==> src/rtl/operand_stack_if.sv <==
// operand_stack_if: stack-effect command and registered operand view between the ALU datapath and the stack.
interface operand_stack_if #(parameter int WIDTH = 8, parameter int DEPTH = 8);
    localparam int DW = $clog2(DEPTH + 1);
    logic [2:0]       se;
    logic [WIDTH-1:0] data;
    logic [WIDTH-1:0] tos;
    logic [WIDTH-1:0] nos;
    logic [DW-1:0]    depth;
    logic             empty;
    logic             full;
    logic             err;
    modport master (output se, data, input tos, nos, depth, empty, full, err);
    modport slave  (input se, data, output tos, nos, depth, empty, full, err);
endinterface

==> src/rtl/operand_stack.sv <==
// operand_stack: single-cycle operand stack with registered TOS/NOS, array-backed spill and sticky error.
module operand_stack #(
    parameter int WIDTH = 8,
    parameter int DEPTH = 8
) (
    input logic           clk,
    input logic           rst_n,
    operand_stack_if.slave bus
);
    localparam int DW = $clog2(DEPTH + 1);
    localparam int AW = (DEPTH > 3) ? $clog2(DEPTH - 2) : 1;
    typedef enum logic [2:0] {NONE, PUSH, POP, REPL, BIN, DUP, SWAP, CLR} op_t;
    op_t              op;
    logic [WIDTH-1:0] tos, nos, refill;
    logic [WIDTH-1:0] mem [DEPTH-2];
    logic [DW-1:0]    depth, need, wr_idx, rd_idx;
    logic             err, full, grow, bad, spill;
    assign op     = op_t'(bus.se);
    assign need   = (op == BIN || op == SWAP) ? DW'(2) :
                    (op == POP || op == REPL || op == DUP) ? DW'(1) : '0;
    assign grow   = op == PUSH || op == DUP;
    assign full   = depth == DW'(DEPTH);
    assign bad    = depth < need || (grow && full);
    assign spill  = grow && !bad && depth >= DW'(2);
    // Array holds entries 3..depth; its top lives at depth-3, the next free slot at depth-2.
    assign wr_idx = depth - DW'(2);
    assign rd_idx = depth - DW'(3);
    assign refill = depth >= DW'(3) ? mem[rd_idx[AW-1:0]] : '0;
    always_ff @(posedge clk)
        if (rst_n && spill) mem[wr_idx[AW-1:0]] <= nos;
    always_ff @(posedge clk) begin
        if (!rst_n || op == CLR) begin
            tos   <= '0;
            nos   <= '0;
            depth <= '0;
            err   <= 1'b0;
        end else if (bad) begin
            err <= 1'b1;
        end else begin
            case (op)
                PUSH: begin tos <= bus.data; nos <= tos; depth <= depth + DW'(1); end
                POP:  begin tos <= nos; nos <= refill; depth <= depth - DW'(1); end
                REPL: tos <= bus.data;
                BIN:  begin tos <= bus.data; nos <= refill; depth <= depth - DW'(1); end
                DUP:  begin nos <= tos; depth <= depth + DW'(1); end
                SWAP: begin tos <= nos; nos <= tos; end
                default: ;
            endcase
        end
    end
    assign bus.tos   = tos;
    assign bus.nos   = nos;
    assign bus.depth = depth;
    assign bus.err   = err;
    assign bus.empty = depth == '0;
    assign bus.full  = full;
endmodule

==> src/flat_wrapper.sv <==
// flat-port wrapper written by rule: the top's interface ports become plain ports
module operand_stack_flat 
#(
    parameter int WIDTH = 8,
    parameter int DEPTH = 8
)
  (clk, rst_n, bus_se, bus_data, bus_tos, bus_nos, bus_depth, bus_empty, bus_full, bus_err);
  operand_stack_if #(.WIDTH(WIDTH), .DEPTH(DEPTH)) bus_i ();
  input logic clk;
  input logic rst_n;
  input wire logic [$bits(bus_i.se)-1:0] bus_se;
  input wire logic [$bits(bus_i.data)-1:0] bus_data;
  output wire logic [$bits(bus_i.tos)-1:0] bus_tos;
  output wire logic [$bits(bus_i.nos)-1:0] bus_nos;
  output wire logic [$bits(bus_i.depth)-1:0] bus_depth;
  output wire logic [$bits(bus_i.empty)-1:0] bus_empty;
  output wire logic [$bits(bus_i.full)-1:0] bus_full;
  output wire logic [$bits(bus_i.err)-1:0] bus_err;
  assign bus_i.se = bus_se;
  assign bus_i.data = bus_data;
  assign bus_tos = bus_i.tos;
  assign bus_nos = bus_i.nos;
  assign bus_depth = bus_i.depth;
  assign bus_empty = bus_i.empty;
  assign bus_full = bus_i.full;
  assign bus_err = bus_i.err;
  operand_stack #(.WIDTH(WIDTH), .DEPTH(DEPTH)) u_core (.clk(clk), .rst_n(rst_n), .bus(bus_i));
endmodule
==> config.mk <==
export PLATFORM = sky130hd
export DESIGN_NAME = operand_stack_flat
export DESIGN_NICKNAME = d
export VERILOG_FILES = /design/src/rtl/operand_stack_if.sv /design/src/rtl/operand_stack.sv /design/src/flat_wrapper.sv
export SDC_FILE = /design/constraint.sdc
export NUM_CORES = 1
export LEC_CHECK = 0
export ABC_AREA = 0
export BUFFER_PORTS_ARGS = -buffer_cell sky130_fd_sc_hd__buf_2
export CAP_MARGIN = 10
export CORE_MARGIN = 8
export CORE_UTILIZATION = 50
export CTS_CLUSTER_DIAMETER = 80
export DETAILED_ROUTE_END_ITERATION = 10
export GPL_TIMING_DRIVEN = 0
export HOLD_SLACK_MARGIN = 0.06
export PLACE_DENSITY = 0.73
export SETUP_SLACK_MARGIN = 0.4
export SYNTH_ARGS = -nofsm -noshare
export SYNTH_HDL_FRONTEND = slang
export SYNTH_SLANG_ARGS = --single-unit
export TNS_END_PERCENT = 100
==> constraint.sdc <==
create_clock -name clk -period 3.7 [get_ports clk]
set_clock_uncertainty 0.15 [all_clocks]
set_input_delay 1.11 -clock clk [delete_from_list [all_inputs] [get_ports clk]]
set_output_delay 1.11 -clock clk [all_outputs]
set_load 0.02 [all_outputs]
======== Yosys cells after proc, flatten, opt, wreduce, memory -nomap -nowiden ========
Memory sizes are Yosys's and may differ from the RTL's.
Index checks and enable logic that the tools add are counted.
word-level totals
  memories ................................ 1
  ROM bits ................................ 0
  flip-flop bits (word level) ............. 21
  output and inout bits ................... 23
  input port bits ......................... 13
  logic and storage cells ................. 53
  memory bits (writable) .................. 48
  latch bits .............................. 0
memory list
  name        words  width  rd ports  clocked after Yosys merged registers in  wr ports  RTL line             text
  u_core.mem  6      8      1         0                                        1         operand_stack.sv:15  logic [WIDTH-1:0] mem [DEPTH-2];
cells by class
  shift-type cells ........................ 0
  mux-type cells .......................... 8
  equal/unequal tests ..................... 8
  add/sub/neg operators ................... 4
  $lt $le $gt $ge ......................... 3
  multipliers ............................. 0
  divide/modulo/power cells ............... 0
  reductions and logical operators ........ 24
  bitwise logic cells ..................... 1
operators with widths
  operator                                                                number
  8-bit case mux with 2 select lines                                      2
  3-bit == test (second input constant)                                   4
  4-bit by 2-bit >= comparator with 1-bit output (second input constant)  2
  8-bit 2-to-1 mux                                                        1
  4-bit case mux with 2 select lines                                      1
  3-bit by 2-bit == test with 1-bit output (second input constant)        2
  1-bit logical OR                                                        6
  2-bit AND reduction                                                     3
  2-bit nonzero test                                                      3
  2-bit OR reduction                                                      3
  3-bit OR reduction                                                      2
  3-bit by 2-bit subtractor with 3-bit output (second input constant)     2
  4-bit by 1-bit adder with 4-bit output (second input constant)          1
  4-bit == test (second input constant)                                   1
  1-bit logical AND                                                       4
  4-bit zero test                                                         1
  4-bit < comparator                                                      1
  4-bit 2-to-1 mux                                                        1
  4-bit by 1-bit subtractor with 4-bit output (second input constant)     1
  3-bit by 1-bit == test with 1-bit output (second input constant)        1
  1-bit 2-to-1 mux                                                        3
  1-bit zero test                                                         2
  1-bit inverter                                                          1

======== Logic depth before layout (Yosys ltp) ========
Gate-level depths: netlist of run 1.
  depth in word-level cells ............... 13
  depth in mapped cells ................... 11
  gate-level depth less buffers ........... 9

======== Worst setup path before layout of run 1 ========
OpenSTA, ideal clock, no wires.
  path type ............................... input port to flip-flop
  from .................................... input bus_se[0]
  to ...................................... memory u_core.mem[0][0] (enable)
  setup time .............................. 0.385 ns
  arrival time ............................ 3.072 ns
  path buffers ............................ 0
  data required time ...................... 3.165 ns
  cell stages on the path ................. 6
  path slack .............................. 0.092 ns
  cells stage by stage .................... nand2b_1 > ha_1 > inv_2 > o31a_1 > nor4_1 > nor3b_1
between the ends
  word-level cells in the longest chain between the ends .. 13
  elaborated cells between the ends (all ways) .. 21
  classes of those cells .................. 1 x order compare; 6 x eq/ne; 4 x mux; 10 x reduce/logical
RTL lines
  what                                        RTL line             text
  from (decl)                                 flat_wrapper.sv:11   input wire logic [$bits(bus_i.se)-1:0] bus_se;
  3-bit by 2-bit == test with 1-bit output    operand_stack.sv:20  (op == POP || op == REPL || op == DUP) ? DW'(1) : '0;
  1-bit logical OR (2 in a row)               operand_stack.sv:20
  1-bit 2-to-1 mux                            operand_stack.sv:20
  4-bit 2-to-1 mux                            operand_stack.sv:19  assign need = (op == BIN || op == SWAP) ? DW'(2) :
  4-bit < comparator                          operand_stack.sv:23  assign bad = depth < need || (grow && full);
  1-bit logical OR                            operand_stack.sv:23
  1-bit zero test                             operand_stack.sv:24  assign spill = grow && !bad && depth >= DW'(2);
  1-bit logical AND (*) (2 in a row)          operand_stack.sv:24
  1-bit logical AND (*)                       operand_stack.sv:30  if (rst_n && spill) mem[wr_idx[AW-1:0]] <= nos;
  1-bit 2-to-1 mux (*)                        operand_stack.sv:30
  1-bit 2-to-1 mux (implied by the code) (*)  operand_stack.sv:30
  to (decl)                                   operand_stack.sv:15
Mark *: on every way between the ends. The rest lies on a longest branch, timed or not.

======== Final worst setup path of run 1 ========
  from .................................... input bus_se[0]
  to ...................................... memory u_core.mem[1][2] (enable)
Same word-level chain as after synthesis.

==> impl_results.md, run 1 <==
* Run status: completed
* Yosys reg bits at 69
* Antenna diodes at 0
* Die area at between 9000 and 10000 sq um
* Avg Vias per Cell at around 5.6
* Yosys top cell area share at 0.451
* Fmax at 0.309 GHz
* GRT Total Usage at 0.153
* Slowest CP cell: or4_4
* Slew Limit Fails at 0
* Most used routing layer: met2
* TritonCTS clock tree: done
* Die height at about 96 microns
* Synthesis-to-finish area growth at 16.4%
* CTS Buf Count at 9
* Core Box Area at 6280 sq um
* Mapped cell area at 3200 sq um
* Post-route ant nets at 0
* Peak VDD IR at ~0.44 mV
* GP Congestion at about 0.87
* Gate power share at 0.317
* Worst Hold Depth at 2
* Avg WL per Cell at 18.3 microns
* Worst Tran Pin Value at around 1.1 ns
* Max incr delay on CP at ~0.5 ns
* Switch Pwr at approximately 0.78 mW
* Setup_tns at 0 ns
* Tcrit/Tclk final at 0.874
* Gate Count Post-Synth at 230
* Final Instance Area at 3720 sq um
* Avg Cell Area, Syn at between 10 and 15 sq um
* P_int at roughly 1.4 mW
* RSZ-0062 raised after global routing: true
* CP delay by family, top: simple AND/OR/NAND/NOR gates
* Placed cell area at around 3500 sq um
* Number of flops mapped to enable cells by yosys at 48
* Max cap viols at 0
* Sequential area share after synthesis at 0.582
* Top Ports at 36
* Req. time, crit path at between 3 and 4 ns
* Nature of the critical path startpoint: input port
* Clock Power Share at 0.233
* Fraction of layout cells with a size suffix above 1 at 0.320
* Ys Warns at 0
* Gr ovfl total at 0
* Worst reg2reg path depth at 6
* CTS clk-pin slew, worst paths at about 0.07 ns
* CP bufs+invs at 2
* Worst setup EP type: flop
* I/O Buffers at 35
* Total power at between 2 and 2.5 mW
* Normalized max-slew margin at 0.276
* Clock buffer depth at 2
* PD cells at slightly below 600 nW/um^2
* Min-delay worst type: flop to flop
* Vias in the first global route at between 2k and 2.5k
* Global routing usage on met2 at 0.229
* Hold endpoint: u_core.bus.err$_SDFFE_PP0N_
* R2R setup slack at just over 0.8 ns
* Post-synthesis async set-or-reset flop share at 0
* First-pass iteration count of the detailed router at 4
* Number of distinct library cells after synthesis at between 40 and 50
* Nets at between 200 and 300
* Multi-input logic area at 1270 sq um
* Initial Util at 0.509
* First-pass GRT wire length at between 10 and 15 mm
* Initial antenna violation count at 0
* Synth area leader: edfxtp_1
* Sw frac at 0.351
* Total number of vias at 2038
* Seq pwr share at 0.450
* WL final at about 6.6 mm
* H-tree depth at 3
* Met1 Use GR at 0.210
* Hpwl dp at 4.66 mm
* Leakage at about 1.4 nW
* Hold Crit Start: u_core.bus.err$_SDFFE_PP0N_
* Synth Net Count at 250
* Die W at 96.0 microns
* Worst skew pair latency at ~0.34 ns
* CTS sink cnt at 69
* List of most frequent post-synthesis cells: edfxtp_1 (48), dfxtp_1 (21), nor2_1 (20)
* Setup CP Type: input port to flop
* Residual DRC at 0
* Top cells by area, synth: edfxtp_1 (45%), dfxtp_1 (13%), mux4_1 (6.6%)
* Main synth FF type: edfxtp_1
* Worst Path Arrival at 3.07 ns
* Seq. cell area at around 1900 sq um
* Starting DRT DRC Count at between 100 and 150
* Grt met3 use at 0.0359
* Largest net degree at the start of global routing at 13
* Final setup fails at 0
* Core Util, Final at 0.593
* CP cell instances: buf_2, nand2b_2, ha_4, inv_2, o31a_1, or4_4, nor3_4
* Rows at 29
* Worst reg2reg endpoint: u_core.mem[1][2]$_DFFE_PP_
* Reg2reg start: u_core.bus.depth[1]$_SDFFE_PP0P_
* Min cycle time layout at around 3.2 ns
* Worst Path Max Fanout at 8
* Count leader, synth: edfxtp_1
* Clock Tree Root: clkbuf_8
* Fill cell count at a little over 500
* Final hold vios at 0
-- power by group through the flow --
stage	Combinational (mW)	Clock, mW	Sequential (mW)
after CTS	0.702	0.526	0.997
after detailed placement	0.696	0	1.01
final	0.705	0.517	1.00
after global routing	0.771	0.565	1.01
after floorplan	0.462	0	1.05
after global placement	0.681	0	1.01
-- per-stage QoR --
step / worst slack [ns] / hold WS (ns) / instances
2_1_floorplan: 0.426 / 0.433 / 230
5_1_grt: 0.388 / 0.352 / 361
3_3_place_gp: -0.0400 / 0.304 / 342
6_report: 0.467 / 0.332 / 361
3_5_place_dp: -0.129 / 0.317 / 342
4_1_cts: 0.370 / 0.334 / 359
-- what timing repair did --
item | in CTS | in global routing
endpoints found under the setup margin | 8 | 33
pin swaps | 0 | 1
resized for setup | 1 | 4
setup buffers | 1 | 2
hold buffers | 0 | 0
-- per-layer routing --
metal	part of all wire	vias to the layer above
met5	0	-
met4	0.016	0
met3	0.034	8
met2	0.45	47
met1	0.50	987
li1	-	996
-- placed cells by master (no fill, tap or decap), types with 5 or more instances in the layout --
cell type / count
dfxtp_1: 20
a21oi_1: 19
a211oi_2: 8
ha_1: 5
buf_2: 36
clkbuf_8: 10
mux2i_1: 17
a211oi_1: 10
nor2_1: 19
edfxtp_1: 48
nor2_2: 5
o21ai_0: 11
mux4_1: 8
-- area by class of cell --
type | count | area share
plain buffers | 11 | 0.0242
clock buffers | 10 | 0.0343
clock inverters | 6 | 0.0108
inverters | 6 | 0.00605
multi-input cells | 144 | 0.342
flip-flops and latches | 69 | 0.501
well taps | 77 | 0.0259
repair buffers | 38 | 0.0565
-- worst max path at each step --
stage	start	end	slack, ns	cells after the start
final	bus_se[0]	u_core.mem[1][2]$_DFFE_PP_	0.47	7
after global routing	bus_se[0]	u_core.mem[1][0]$_DFFE_PP_	0.39	7
after CTS	bus_se[0]	u_core.mem[4][0]$_DFFE_PP_	0.37	7
after detailed placement	bus_se[0]	u_core.mem[0][3]$_DFFE_PP_	-0.13	7
after global placement	bus_se[0]	u_core.mem[0][7]$_DFFE_PP_	-0.04	7
after floorplan	bus_se[0]	u_core.mem[3][0]$_DFFE_PP_	0.43	6
-- cells by family after synthesis --
logic type               synth area share
AND/OR/NAND/NOR                    0.0853
flip-flops                          0.582
buffers and inverters              0.0352
multiplexers                        0.119
AO/OA/AOI/OAI                       0.137
adder cells (fa/ha/maj)            0.0297
XOR/XNOR                           0.0110
-- sequential cells by signal, summed over array words and instances (netlist names) --
register / cells
u_core.bus.depth: 4
u_core.bus.err: 1
u_core.bus.nos: 8
u_core.bus.tos: 8
u_core.mem: 48
-- worst min-delay path: cells and delay by family (launching register included) --
family	cells	cell delay (ns)
compound gates	1	0.04
flops	1	0.32
simple gates	1	0.08
Note: power is estimated with default switching activity, not from simulation.
==> run 2, diff against run 1 <==
- ABC_AREA: 0 -> 1
- PLACE_DENSITY: 0.73 -> 0.72
==> run 2 against run 1 <==
Against the previous run: sequential power is essentially flat; cell count grew 41%; setup slack gained 0.18 ns; clock-buffer cell count grew 1; utilization grew 0.29 points; via count grew 29%; design area grew 1.6%; register-to-register slack lost 0.04 ns; non-clock buffer count grew 3; fmax grew 5.8%; synthesized cell count grew 65%.
==> impl_results.md, run 2 <==
* Worst reg2reg endpoint: u_core.mem[0][4]$_DFFE_PP_
* Most frequent cells in the layout: nand2_1 (149), edfxtp_1 (48), buf_2 (41)
* Residual DRC at 0
* Fraction of layout cells with a size suffix above 1 at 0.192
* Final hold vios at 0
* Avg Cell Area, Syn at a little under 9 sq um
* Slew Limit Fails at 0
* Clock buffer depth at 2
* Antenna diodes at 0
* I/O Buffers at 33
* GRT Total Usage at 0.151
* Avg WL per Cell at 13.9 microns
* Simple-gate share of the synthesized area at 0.310
* Gr ovfl total at 0
* Die area at around 9400 sq um
* Main synth FF type: edfxtp_1
* Stages on worst setup path at 6
* First-pass GRT wire length at around 12 mm
* Max FFs per register at 48
* Clock Tree Root: clkbuf_8
* CTS Buf Count at 9
* Worst setup EP type: output port
* H-tree depth at 3
* Synthesis-to-finish area growth at 14.9%
* Top Ports at 36
* Sequential area share after synthesis at 0.565
* Post-synthesis async set-or-reset flop share at 0
* CTS clk-pin slew, worst paths at 0.07 ns
* Post-synthesis compound-gate area fraction at 0.0380
* Starting DRT DRC Count at between 100 and 150
* Die height at about 97 microns
* Placed insts at approximately 490
* Normalized max-slew margin at 0.563
* Largest family of logic cells by synthesized area: simple AND/OR/NAND/NOR gates
* Min cycle time layout at between 3 and 4 ns
* Setup CP Type: flop to output port
* Worst Hold Depth at 2
* Setup_tns at 0 ns
* Ys Warns at 0
* Largest net degree at the start of global routing at 13
* Rows at 29
* Nets at about 450
* WL final at slightly above 7 mm
* R2R setup slack at roughly 0.78 ns
* Max incr delay on CP at 0.48 ns
* Setup Slack @ Placement at slightly below 0.09 ns
* TritonCTS clock tree: done
* Worst Path Max Fanout at 12
* Slowest CP cell: dfxtp_1
* Final setup fails at 0
* Initial antenna violation count at 0
* Peak VDD IR at 0.358 mV
* Post-Synth Adder-Cell Area at 0.0289
* Min-delay worst type: flop to flop
* List of most frequent post-synthesis cells: nand2_1 (149), edfxtp_1 (48), nand3_1 (30), nor2_1 (30), inv_1 (22)
* Worst Path Arrival at approximately 1.8 ns
* Top cells by area, synth: edfxtp_1 (44%), nand2_1 (17%), dfxtp_1 (13%)
* Die W at approximately 97 microns
* Total power at about 2.3 mW
* Mux share of post-synthesis cell area at 0
* Synth area leader: edfxtp_1
* Number of flops mapped to enable cells by yosys at 48
* CP delay by family, top: buffers and inverters
* WHS at between 0.3 and 0.4 ns
* Synth Area in XOR/XNOR at 0.00760
* Mapped cell area at between 3000 and 4000 sq um
* Yosys reg bits at approximately 70
* Leakage at between 1.5 and 2 nW
* Yosys top cell area share at 0.438
* Req. time, crit path at about 2.4 ns
* First-pass iteration count of the detailed router at 5
* CP most frequent cell: inv_1
* Worst reg2reg path depth at 9
* CTS sink cnt at just under 70
* GP Congestion at ~0.8
* Gate Count Post-Synth at 379
* Reg2reg start: u_core.bus.depth[0]$_SDFFE_PP0P_
* Final std cells w/o fill at about 500
* Number of distinct library cells after synthesis at 30
* CP bufs+invs at 4
* CP cell instances: inv_1, clkbuf_2, ha_1, inv_1, nor3_2, buf_2
* Worst Tran Pin Value at around 0.65 ns
* Hpwl dp at approximately 5.2 mm
* Max cap viols at 0
* Count leader, synth: nand2_1
* Synth Net Count at between 300 and 400
* PD cells at approximately 610 nW/um^2
* Most common cell after layout, fill and taps aside: nand2_1
* Total number of vias at approximately 2.6k
* Initial Util at 0.519
* Post-route ant nets at 0
* Worst skew pair latency at roughly 0.33 ns
* Critical Path Sink: bus_full
* Tcrit/Tclk final at 0.826
* Fmax at approximately 0.33 GHz
* Nature of the critical path startpoint: flop
* Run status: completed
* Hold buffers post-CTS at 0
* RSZ-0062 raised after global routing: false
* Core Box Area at between 6000 and 7000 sq um
* Avg Vias per Cell at around 5.2
* Vias in the first global route at ~2.5k
* Worst Setup SP: u_core.bus.depth[0]$_SDFFE_PP0P_
* Final Worst Setup Slack at roughly 0.64 ns
[run 2: cell count changes after synthesis, moves of 8 or more]
| cell | change |
|---|---|
| nand2_1 | +145 |
| nand3_1 | +30 |
| nand4_1 | +9 |
| inv_1 | +18 |
| nor2_1 | +10 |
| a211oi_2 | -8 |
| mux2i_1 | -17 |
| a211oi_1 | -10 |
| mux4_1 | -8 |
| a21oi_1 | -9 |
[run 2: kinds of logic (layout without fill, tap and decap cells)]
| family | Yosys count | in the layout |
|---|---|---|
| adder cells (fa/ha/maj) | 7 | 7 |
| XOR/XNOR | 2 | 2 |
| AND/OR/NAND/NOR | 240 | 240 |
| buffers and inverters | 39 | 92 |
| AO/OA/AOI/OAI | 22 | 22 |
| flip-flops | 69 | 69 |
[run 2: final cells by class]
cell class                 count  area, sq um
fill                         535         2570
sequential                    69         1860
multi-input combinational    271         1280
timing repair buffer          37          190
clock buffer                  11          151
tap                           77         96.3
inverter                      24         90.1
buffer                        15         77.6
clock inverter                 5         35.0
[run 2: power breakdown]
group | switching [mW] | internal [mW]
registers | 0.0787 | 0.903
logic | 0.516 | 0.256
clock network | 0.269 | 0.279
total | 0.863 | 1.44
[run 2: worst min-delay path, delay by kind of cell (launching register included)]
| kind | cells | cell delay (ns) |
|---|---|---|
| flops | 1 | 0.33 |
| compound gates | 1 | 0.08 |
| buf+inv | 1 | 0.04 |
[run 2: per-stage QoR]
step | instance area, sq um | util
after floorplan | 3290 | -
after global placement | 3560 | 0.560
after detailed placement | 3560 | 0.560
after CTS | 3740 | 0.590
after global routing | 3780 | 0.596
final | 3780 | 0.596
[run 2: worst min-delay path by stage]
stage,startpoint,end,slack (ns)
floorplan,u_core.bus.tos[0]$_SDFFE_PP0P_,u_core.bus.tos[0]$_SDFFE_PP0P_,0.40
detailed placement,u_core.bus.err$_SDFFE_PP0N_,u_core.bus.err$_SDFFE_PP0N_,0.32
finish,u_core.bus.err$_SDFFE_PP0N_,u_core.bus.err$_SDFFE_PP0N_,0.34
global route,u_core.bus.tos[2]$_SDFFE_PP0P_,u_core.bus.tos[2]$_SDFFE_PP0P_,0.35
CTS,u_core.bus.tos[2]$_SDFFE_PP0P_,u_core.bus.tos[2]$_SDFFE_PP0P_,0.33
global placement,u_core.bus.err$_SDFFE_PP0N_,u_core.bus.err$_SDFFE_PP0N_,0.30
[run 2: repair_timing]
item | in CTS | in global routing
endpoints found under the setup margin | 33 | 20
resized for setup | 1 | 3
endpoints found under the hold margin | 0 | 0
setup buffers | 0 | 0
[run 2: routing by layer]
metal | up-vias | global-route usage | share of wire
li1 | 1338 | - | -
met1 | 1210 | 0.184 | 0.45
met2 | 78 | 0.249 | 0.48
met3 | 12 | 0.0313 | 0.053
met4 | 0 | 0.0686 | 0.016
met5 | - | 0 | 0
==> run 3, diff against run 2 <==
- ABC_AREA: 1 -> 0
- PLACE_DENSITY: 0.72 -> 0.73
- clock period: 3.7 -> 2.55 ns (I/O delays scaled with it)
==> run 3 against run 2 <==
Against the previous run: clock-buffer cell count down 1; critical path depth up 2; cell count down 24%; clock power up 69%; the flow now finishes with violations (setup timing); design area up 16%; sequential share of layout area down 6.6 points; register-to-register slack worse by 0.78 ns; routed wire length up 12%; combinational power up 110%; setup slack worse by 0.70 ns.
==> impl_results.md, run 3 (synthesis results as in run 1) <==
* Run status: complete, but fails checks
* Failing checks: setup timing
* Antenna diodes at 0
* Leakage at about 1.6 nW
* Placed cell area at between 3000 and 4000 sq um
* Hpwl dp at between 4 and 5 mm
* Hold buffers post-CTS at 0
* CP cell instances: buf_8, nand2b_4, ha_4, inv_4, o31a_1, or4_4, nor3b_4, buf_6
* Avg WL per Cell at 20.5 microns
* Slowest CP cell: or4_4
* Most frequent cells in the layout: edfxtp_1 (48), buf_2 (33), dfxtp_1 (19)
* Initial antenna violation count at 0
* Nature of the critical path startpoint: input port
* Clock buffer depth at 2
* Residual DRC at 0
* Top Ports at 36
* Setup CP Type: input port to flop
* Clock Tree Root: clkbuf_8
* Core Box Area at 6280 sq um
* Die area at approximately 9000 sq um
* Avg Vias per Cell at about 5.9
* PD cells at between 900 and 1000 nW/um^2
* Final Worst Setup Slack at -0.0532 ns
* Peak VDD IR at just over 0.6 mV
* Max FFs per register at 48
* Nets at 325
* TritonCTS clock tree: done
* Final setup fails at 9
* Fraction of layout cells with a size suffix above 1 at 0.506
* I/O Buffers at 35
* Worst Path Max Fanout at 5
* Worst skew pair latency at approximately 0.34 ns
* First-pass GRT wire length at 11.7 mm
* Die height at roughly 96 microns
* Starting DRT DRC Count at 86
* Synthesis-to-finish area growth at 37.2%
* WL final at just under 8 mm
* Req. time, crit path at 2.45 ns
* Worst Path Arrival at ~2.5 ns
* Fmax at about 0.38 GHz
* H-tree depth at 3
* Initial Util at 0.509
* RSZ-0062 raised after global routing: true
* First-pass iteration count of the detailed router at 4
* Setup Slack @ Placement at -0.643 ns
* Max incr delay on CP at around 0.49 ns
* Fill cell count at 404
* Total power at ~4 mW
* Min cycle time layout at around 2.6 ns
* CTS sink cnt at slightly below 70
* Worst Tran Pin Value at between 0.7 and 0.8 ns
* Post-route ant nets at 0
* Total number of vias at 2286
* R2R setup slack at 0 ns
* Die W at around 96 microns
* Max cap viols at 0
* Most common cell after layout, fill and taps aside: edfxtp_1
* Final hold vios at 0
* Rows at 29
* Final std cells w/o fill at a little under 400
* CTS clk-pin slew, worst paths at around 0.090 ns
* Core Util, Final at 0.699
* CTS Buf Count at 9
* Slew Limit Fails at 0
* Final Instance Area at approximately 4400 sq um
* Tcrit/Tclk final at 1.02
* Gr ovfl total at 0
* Min-delay worst type: flop to flop
* Placed insts at about 340
* GRT Total Usage at 0.167
* Vias in the first global route at 2235
* Largest net degree at the start of global routing at 14
* Worst setup EP type: flop
* Normalized max-slew margin at 0.501
* GP Congestion at between 0.8 and 0.9
-- run 3: path summary, 6_finish.rpt --
check             cells past startpoint                        startpoint                     endpoint
setup / recovery                      8                         bus_se[0]   u_core.mem[3][0]$_DFFE_PP_
hold reg to reg                       2       u_core.bus.err$_SDFFE_PP0N_  u_core.bus.err$_SDFFE_PP0N_
setup reg to reg                     10  u_core.bus.depth[0]$_SDFFE_PP0P_   u_core.mem[3][0]$_DFFE_PP_
hold / removal                        2       u_core.bus.err$_SDFFE_PP0N_  u_core.bus.err$_SDFFE_PP0N_
-- run 3: worst max-delay path, delay by kind of cell --
kind / cells / cell delay (ns)
compound gates: 1 / 0.27
fa+ha+maj: 1 / 0.30
buf+inv: 3 / 0.28
simple gates: 3 / 0.89
-- run 3: area by class of cell --
type                       count  area, sq um  area share
multi-input combinational    144         1550       0.353
timing repair buffer          64          505       0.115
inverter                       6         43.8     0.00999
tap                           77         96.3      0.0220
buffer                        11          113      0.0257
sequential                    69         1870       0.426
clock inverter                 6         70.1      0.0160
clock buffer                  10          138      0.0314
-- run 3: power by group --
group | leakage, nW | internal (mW) | switching, mW | total, mW
logic | 0.899 | 0.760 | 0.836 | 1.60
clock network | 0.0955 | 0.485 | 0.440 | 0.926
registers | 0.612 | 1.32 | 0.143 | 1.46
total | 1.61 | 2.57 | 1.42 | 3.99
-- run 3: metrics by stage --
step	setup TNS, ns	hold slack (ns)
final	-0.348	0.344
after global routing	-0.955	0.383
after CTS	-0.116	0.337
after detailed placement	-30.35	0.319
after global placement	-29.17	0.304
after floorplan	-7.24	0.433
-- run 3: layer usage --
layer / global-route usage / routed length, microns / vias to the layer above
li1: - / - / 1050
met1: 0.223 / 3540 / 1151
met2: 0.265 / 3920 / 75
met3: 0.0242 / 389 / 10
met4: 0.0730 / 94 / 0
met5: 0 / 0 / -
-- run 3: timing repair --
item / 4_1_cts / 5_1_grt
endpoints found under the setup margin: 70 / 70
pin swaps: 9 / 13
gates cloned: 1 / 0
gates resized for setup: 41 / 42
setup buffers: 16 / 12
